==> src/rtl/level_qty_updater.sv <==
// level_qty_updater
//   Read-modify-write engine for the order-book price-level quantity memory.
//   One level command is taken at a time. The engine reads the level's
//   quantity from the single-port BRAM, applies ADD / CANCEL / SET / QUERY,
//   writes the result back and reports it on the res_* outputs.
//
//   Optional build macro: LEVEL_INIT_EN
//     defined   - every reset zeroes the whole memory (INIT sweep) before the
//                 first command is accepted; init_busy is high during the sweep.
//     undefined - no INIT state; init_busy is tied to 0.
//
//   Ports
//     clk, rst_n          clock, synchronous active-low reset
//     cmd_valid/cmd_ready command handshake; cmd_op 00 ADD 01 CANCEL 10 SET 11 QUERY
//     cmd_addr, cmd_qty   level index and operand quantity
//     bram_we/addr/wdata  BRAM write port (this block is the only master)
//     bram_rdata          BRAM read data, one-cycle registered read
//     res_valid           one-cycle pulse; res_addr/res_qty/res_flag valid
//     res_flag            CANCEL underflow or ADD saturation
//     init_busy           INIT sweep in progress
//
//   state | meaning
//   INIT  | zeroing memory, one address per cycle
//   IDLE  | ready for a command
//   RD    | BRAM address driven, read in flight
//   WR    | old quantity on bram_rdata, new value written, result registered
`ifndef ADDR_WIDTH
`define ADDR_WIDTH 10
`endif
`ifndef DATA_WIDTH
`define DATA_WIDTH 32
`endif

module level_qty_updater #(
  parameter int ADDR_W = `ADDR_WIDTH,
  parameter int DATA_W = `DATA_WIDTH
) (
  input  logic              clk,
  input  logic              rst_n,
  input  logic              cmd_valid,
  output logic              cmd_ready,
  input  logic [1:0]        cmd_op,
  input  logic [ADDR_W-1:0] cmd_addr,
  input  logic [DATA_W-1:0] cmd_qty,
  output logic              bram_we,
  output logic [ADDR_W-1:0] bram_addr,
  output logic [DATA_W-1:0] bram_wdata,
  input  logic [DATA_W-1:0] bram_rdata,
  output logic              res_valid,
  output logic [ADDR_W-1:0] res_addr,
  output logic [DATA_W-1:0] res_qty,
  output logic              res_flag,
  output logic              init_busy
);

  localparam logic [1:0] OP_ADD    = 2'b00;
  localparam logic [1:0] OP_CANCEL = 2'b01;
  localparam logic [1:0] OP_SET    = 2'b10;
  localparam logic [1:0] OP_QUERY  = 2'b11;

`ifdef LEVEL_INIT_EN
  typedef enum logic [1:0] {S_IDLE = 2'd0, S_RD = 2'd1, S_WR = 2'd2, S_INIT = 2'd3} state_t;
  localparam state_t S_RESET = S_INIT;
  localparam logic [ADDR_W-1:0] ONE_A = {{(ADDR_W-1){1'b0}}, 1'b1};
  logic [ADDR_W-1:0] init_cnt_q, init_cnt_d;
`else
  typedef enum logic [1:0] {S_IDLE = 2'd0, S_RD = 2'd1, S_WR = 2'd2} state_t;
  localparam state_t S_RESET = S_IDLE;
`endif

  state_t            state_q, state_d;
  logic [1:0]        op_q, op_d;
  logic [ADDR_W-1:0] addr_q, addr_d;
  logic [DATA_W-1:0] qty_q, qty_d;
  logic              res_valid_q, res_valid_d;
  logic [ADDR_W-1:0] res_addr_q, res_addr_d;
  logic [DATA_W-1:0] res_qty_q, res_qty_d;
  logic              res_flag_q, res_flag_d;

  logic [DATA_W:0]   sum;
  logic [DATA_W-1:0] new_qty;
  logic              upd_flag;

  // New level quantity from the old value now on bram_rdata.
  always_comb begin
    sum      = {1'b0, bram_rdata} + {1'b0, qty_q};
    new_qty  = bram_rdata;
    upd_flag = 1'b0;
    case (op_q)
      OP_ADD: begin
        if (sum[DATA_W]) begin
          new_qty  = '1;
          upd_flag = 1'b1;
        end else begin
          new_qty = sum[DATA_W-1:0];
        end
      end
      OP_CANCEL: begin
        if (qty_q > bram_rdata) begin
          new_qty  = '0;
          upd_flag = 1'b1;
        end else begin
          new_qty = bram_rdata - qty_q;
        end
      end
      OP_SET:   new_qty = qty_q;
      default:  new_qty = bram_rdata;
    endcase
  end

  // Outputs are gated with rst_n so nothing reaches the BRAM while reset is
  // held: an uncommitted WR write is dropped and INIT does not start early.
  assign cmd_ready = rst_n && (state_q == S_IDLE);

  always_comb begin
    state_d     = state_q;
    op_d        = op_q;
    addr_d      = addr_q;
    qty_d       = qty_q;
    res_valid_d = 1'b0;
    res_addr_d  = res_addr_q;
    res_qty_d   = res_qty_q;
    res_flag_d  = res_flag_q;
    bram_we     = 1'b0;
    bram_addr   = '0;
    bram_wdata  = '0;
`ifdef LEVEL_INIT_EN
    init_cnt_d  = init_cnt_q;
`endif
    case (state_q)
      S_IDLE: begin
        if (cmd_valid) begin
          op_d    = cmd_op;
          addr_d  = cmd_addr;
          qty_d   = cmd_qty;
          state_d = S_RD;
        end
      end
      S_RD: begin
        bram_addr = addr_q;
        state_d   = S_WR;
      end
      S_WR: begin
        bram_addr = addr_q;
        if (op_q != OP_QUERY) begin
          bram_we    = 1'b1;
          bram_wdata = new_qty;
        end
        res_valid_d = 1'b1;
        res_addr_d  = addr_q;
        res_qty_d   = new_qty;
        res_flag_d  = upd_flag;
        state_d     = S_IDLE;
      end
`ifdef LEVEL_INIT_EN
      S_INIT: begin
        bram_we    = 1'b1;
        bram_addr  = init_cnt_q;
        init_cnt_d = init_cnt_q + ONE_A;
        if (init_cnt_q == '1) state_d = S_IDLE;
      end
`endif
      default: state_d = S_RESET;
    endcase
    if (!rst_n) begin
      bram_we    = 1'b0;
      bram_addr  = '0;
      bram_wdata = '0;
    end
  end

  always_ff @(posedge clk) begin
    if (!rst_n) begin
      state_q     <= S_RESET;
      op_q        <= '0;
      addr_q      <= '0;
      qty_q       <= '0;
      res_valid_q <= 1'b0;
      res_addr_q  <= '0;
      res_qty_q   <= '0;
      res_flag_q  <= 1'b0;
`ifdef LEVEL_INIT_EN
      init_cnt_q  <= '0;
`endif
    end else begin
      state_q     <= state_d;
      op_q        <= op_d;
      addr_q      <= addr_d;
      qty_q       <= qty_d;
      res_valid_q <= res_valid_d;
      res_addr_q  <= res_addr_d;
      res_qty_q   <= res_qty_d;
      res_flag_q  <= res_flag_d;
`ifdef LEVEL_INIT_EN
      init_cnt_q  <= init_cnt_d;
`endif
    end
  end

  assign res_valid = res_valid_q;
  assign res_addr  = res_addr_q;
  assign res_qty   = res_qty_q;
  assign res_flag  = res_flag_q;

`ifdef LEVEL_INIT_EN
  assign init_busy = (state_q == S_INIT);
`else
  assign init_busy = 1'b0;
`endif

endmodule

==> config.mk <==
export PLATFORM = sky130hd
export DESIGN_NAME = level_qty_updater
export DESIGN_NICKNAME = d
export VERILOG_FILES = /design/src/rtl/level_qty_updater.sv
export SDC_FILE = /design/constraint.sdc
export NUM_CORES = 1
export LEC_CHECK = 0
export BUFFER_PORTS_ARGS = -buffer_cell sky130_fd_sc_hd__buf_4
export CORE_UTILIZATION = 61
export DETAILED_ROUTE_END_ITERATION = 16
export GPL_TIMING_DRIVEN = 0
export PLACE_DENSITY_LB_ADDON = 0.05
export SLEW_MARGIN = 20
export SYNTH_ARGS = -nofsm -noshare
export SYNTH_HDL_FRONTEND = slang
export SYNTH_SLANG_ARGS = --single-unit
==> constraint.sdc <==
create_clock -name clk -period 9.1 [get_ports clk]
set_clock_uncertainty 0.15 [all_clocks]
set_input_delay 2.73 -clock clk [delete_from_list [all_inputs] [get_ports clk]]
set_output_delay 2.73 -clock clk [all_outputs]
set_load 0.05 [all_outputs]
== Yosys cells after proc, flatten, opt, wreduce, memory -nomap -nowiden ==
Index checks and enable logic that the tools add are counted.

* Bits in registers: 90
* Logic and storage cells: 39
* Input port bits: 79
* Output and inout port bits: 89

* Order comparisons: 1
* Muxes and demuxes: 17
* Reductions and logical operators: 5
* Eq/ne operators: 6
* Add/sub/neg operators: 2

{| class="wikitable"
|+ Operator list
! operator !! number
|-
| two-way mux 32 bit || 5
|-
| one-hot mux 32 bit (3 select lines) || 1
|-
| adder 32 x 32 -> 33 bit || 1
|-
| > comparator 32 bit || 1
|-
| subtractor 32 bit || 1
|-
| two-way mux 10 bit || 2
|-
| two-way mux 1 bit || 6
|-
| == test 2 x 1 -> 1 bit (second input constant) || 2
|-
| == test 2 bit (second input constant) || 2
|-
| logical NOT 2 bit || 2
|-
| != test 2 bit (second input constant) || 2
|-
| one-hot mux 2 bit (2 select lines) || 1
|-
| two-way mux 2 bit || 1
|-
| one-hot mux 1 bit (2 select lines) || 1
|-
| AND reduction 2 bit || 1
|-
| OR reduction 2 bit || 1
|-
| logical AND 1 bit || 1
|}

== Longest topological paths before layout ==
* Word-level depth: 6
* Depth in mapped cells: 14
* Mapped depth without buffers: 12

== Least setup slack after synthesis ==
No wires, ideal clock.

* Path kind: input port to output port
* Start: in bram_rdata[0]
* End: out bram_wdata[26]
* Path slack: 554 ps
* Stages: 11
* Arrival: 5666 ps
* Buffers on the path: 1
* Cell sequence: inv_1 > ha_1 > fa_1 > nand2b_1 > a21oi_1 > o211ai_1 > a211oi_2 > a21o_1 > buf_2 > a32oi_1 > a31oi_1

* Word-level cells in the longest chain between the ends: 6

{| class="wikitable"
|+ RTL lines
! item !! RTL line !! text
|-
| from (decl) || 48 || <nowiki>input logic [DATA_W-1:0] bram_rdata,</nowiki>
|-
| subtractor 32 bit, or another cell as far along || 103 || <nowiki>new_qty = bram_rdata - qty_q;</nowiki>
|-
| two-way mux 32 bit (on tied branches) || 99, 91 ||
|-
| one-hot mux 32 bit (3 select lines) (*) || 89 || <nowiki>case (op_q)</nowiki>
|-
| two-way mux 32 bit (*) || 145 || <nowiki>if (op_q != OP_QUERY) begin</nowiki>
|-
| two-way mux 32 bit (*) || 130 || <nowiki>case (state_q)</nowiki>
|-
| two-way mux 32 bit (*) || 165 || <nowiki>if (!rst_n) begin</nowiki>
|-
| to (decl) || 47 || <nowiki>output logic [DATA_W-1:0] bram_wdata,</nowiki>
|}

Every way passes the cells marked *; elsewhere a longest branch is shown, timed or not.

== Worst setup path after layout ==
* Start: in bram_rdata[0]
* End: out bram_wdata[30]

The elaborated chain is that of the path after synthesis.

==> results.py <==
metrics = {
    "setup_path": {
        "cp.arrival_ns": 6.12,
        "reg2reg_depth": 11,
        "crit_buf_inv": 2,
        "crit_fanout": 4,
        "crit_chain": "buf_4 > ha_1 > fa_1 > nor2b_1 > o311ai_2 > a211oi_1 > o31ai_1 > a31oi_1 > a31oi_1 > o211ai_1 > a211oi_2 > nor2_1 > buf_4",
        "reg2reg_slack_ns": 5.29,
        "critPathLaunchType": "primary input",
        "required_ns": 6.22,
        "r2r-start": "qty_q[17]$_SDFFE_PN0P_",
        "max_stage_delay_ns": 0.53,
        "cp-end-kind": "primary output",
        "crit_path_top_delay_cell": "o31ai_1",
        "critical_path_class": "in -> out",
        "worstReg2RegEnd": "res_qty[30]$_SDFFE_PN0P_",
        "cp_top_family": "compound AO/OA/AOI/OAI gates",
    },
    "finish": {
        "fillCellCount": 1066,
        "multi_input_area_um2": 5917,
        "finalInstanceArea_um2": 10090,
        "final_nets": 1476,
        "final_cell_mix": "186 x nand2_1, 166 x buf_4, 91 x nor2_1",
        "area_growth_pct": 21.60,
        "ff_latch_area_um2": 1802,
        "drive_above_1_share": 0.1802,
        "final_common_cell": "nand2_1",
        "antenna_cells": 0,
        "fin_cells": 1508,
    },
    "timing": {
        "drv_slew": 0,
        "rsz0062_at_grt": "no",
        "hold_viol": 0,
        "min_period_over_period": 0.9895,
        "fin_crit_ns": 9.004,
        "worst_pin_slew_ns": 0.8715,
        "setup_violations": 0,
        "fmax_mhz": 111.1,
        "slew-limit-headroom": 0.4190,
    },
    "clock_tree": {
        "clockRootBuffer": "clkbuf_16",
        "clock_latency_ns": 0.36,
        "tritoncts": "yes",
        "clkSinkCount": 90,
        "ctsHoldBuffers": 0,
        "cts_made_buffers": 9,
        "clock_tree.htree_level_count": 3,
        "post_cts_buffers": 0,
        "path_clk_slew_ns": 0.07,
        "clk_path_buf_depth": 2,
    },
    "drt": {
        "drt_iter0_drc": 1320,
        "wirelength_um": 29630,
        "wl_per_cell_um": 19.65,
        "dr.pass1.iters": 6,
        "via_count": 9628,
        "drc": 0,
        "vias_per_cell": 6.385,
        "antenna_left": 0,
    },
    "place": {
        "postPlaceCellArea_um2": 9758,
        "port_buffers": 165,
        "post-dp-hpwl_um": 22840,
        "dp.cells": 1492,
        "gp_congestion": 1.052,
    },
    "global_routing": {
        "antenna_found_initial": 0,
        "grt-ovfl-total": 0,
        "gr-usage-all-layers": 0.4157,
        "grt_max_degree": 20,
        "grt_pass1_wl_um": 46220,
        "grt_pass1_vias": 8931,
    },
    "flow_run": {
        "maxCapViolCount": 0,
    },
    "logic_synthesis": {
        "syn_area_um2": 8299,
        "synthDistinctLibCells": 68,
        "synth_flop_cell": "dfxtp_1",
        "post-synth-top-area-cell": "dfxtp_1",
        "synth_edf_count": 0,
        "syn_inst": 1151,
        "synth.area.top_cells": "dfxtp_1 22%, ha_1 10%, nand2_1 8.4%, a21oi_1 4.6%, o21ai_0 4.5%",
        "synth_nets": 1300,
        "yosysTopAreaCellShare": 0.2171,
        "ys_warn_count": 0,
        "ys_ff_latch": 90,
        "syn_avg_cell_area_um2": 7.210,
        "async_flop_share": 0,
        "synth-seq-area-share": 0.2171,
    },
    "power": {
        "p_seq_frac": 0.278,
        "p_switching_uw": 758.8,
        "swShare": 0.4543,
        "leakage_uw": 0.004235,
        "power_density_nw_per_um2": 165.5,
        "ir_worst_vdd_v": 0.0001138,
        "internal_power_uw": 911.6,
        "power_frac_clock": 0.230,
        "power_frac_comb": 0.492,
    },
    "floorplanning": {
        "initial_utilization": 0.6267,
        "core_um2": 13240,
        "num_io_pins": 168,
        "die-height_um": 118.6,
        "die_w_um": 118.6,
        "dieArea_um2": 14080,
        "row_count": 42,
    },
    "min_path": {
        "hold_class": "reg -> reg",
        "hold-path-endpoint": "addr_q[4]$_SDFFE_PN0P_",
        "whs_path_depth": 2,
        "min_from": "addr_q[4]$_SDFFE_PN0P_",
    },
    "run_status": {
        "outcome": "finished, final reports clean",
    },
}
-- final cells by class --
cell class,instances,area share
timing repair buffer,165,0.1227
buffer,79,0.03447
clock inverter,7,0.007811
inverter,70,0.02604
multi-input combinational,912,0.5863
tap,176,0.02182
clock buffer,9,0.02232
sequential,90,0.1785
-- metrics by stage --
stage                     worst slack (ns)  hold slack [ns]    util  total power [µW]  setup TNS [ns]
final                              0.09585           0.3284  0.7621              1670               0
after CTS                           0.1203           0.3301  0.7599              1642               0
after global routing              0.001231           0.3552  0.7621              1743               0
after floorplan                     0.5544           0.3017       -              1027               0
after global placement            -0.06353           0.3124  0.7369              1243        -0.07540
after detailed placement          -0.04990           0.3196  0.7369              1257        -0.08318
-- synth_stat cells (3+ instances only) --
cell type,instances
a221o_1,5
a31oi_1,40
xor2_1,3
a41oi_1,4
a221oi_1,3
a21o_1,11
ha_1,68
dfxtp_1,90
a211oi_2,5
and3_1,21
inv_1,68
nor3_1,16
o221ai_1,4
o31ai_1,20
mux2i_1,15
nand2_1,186
o21ai_0,74
a221oi_2,16
xnor2_1,42
nor4_1,13
o22ai_1,4
nand3_1,16
buf_1,4
buf_2,18
clkbuf_1,52
a211oi_1,13
o211a_1,3
nor2b_1,25
a311oi_1,4
a21boi_0,48
nand4_1,5
and2_1,8
o211ai_1,9
buf_6,3
nor2_1,91
a21oi_1,77
nand2b_1,13
o21bai_1,10
o21a_1,5
-- worst max-delay path by stage --
stage | from | endpoint | slack (ns) | cells past startpoint
after floorplan | bram_rdata[0] | bram_wdata[26] | 0.55 | 11
after global placement | bram_rdata[17] | bram_wdata[25] | -0.06 | 13
after detailed placement | bram_rdata[17] | bram_wdata[25] | -0.05 | 13
after CTS | bram_rdata[0] | bram_wdata[31] | 0.12 | 14
after global routing | bram_rdata[8] | bram_wdata[30] | 0.001 | 13
final | bram_rdata[0] | bram_wdata[30] | 0.1 | 13
-- tightest hold or removal path, cell delays in order, from the launching register on --
cell and delay (ns):
dfxtp_1 0.32, nand2_1 0.05, a21boi_0 0.06
-- state kept, by name, indices dropped and copies added (netlist names) --
| signal | cells |
|---|---|
| qty_q | 32 |
| res_qty | 32 |
| addr_q | 10 |
| res_addr | 10 |
| op_q | 2 |
| state_q | 2 |
| res_flag | 1 |
| res_valid | 1 |
-- cell families (layout without fill, tap and decap cells) --
| logic type | after synthesis | after routing | synth area share |
|---|---|---|---|
| other cells | 1 | 1 | 0.0004519 |
| buf+inv | 149 | 330 | 0.07342 |
| compound gates | 379 | 379 | 0.3201 |
| fa+ha+maj | 70 | 70 | 0.1073 |
| mux | 16 | 16 | 0.01945 |
| flops | 90 | 90 | 0.2171 |
| xor+xnor | 45 | 45 | 0.04749 |
| simple gates | 401 | 401 | 0.2147 |
-- repair_timing --
item                                    4_1_cts  5_1_grt
gates cloned                                  0        0
resized for setup                             1        7
endpoints found under the hold margin         0        0
endpoints found under the setup margin        2       11
-- power by group through the flow --
stage	clock network, µW	registers, µW	logic (µW)
2_1_floorplan	0	524	503
6_report	384	464	822
4_1_cts	386	463	794
5_1_grt	401	467	876
3_5_place_dp	0	471	786
3_3_place_gp	0	469	774
-- routing by layer --
metal,GRT usage,share of wire
met4,0.2366,0.052
met2,0.6425,0.43
met5,0,0
met3,0.07239,0.11
met1,0.5439,0.41
(Power assumes the default switching activity.)
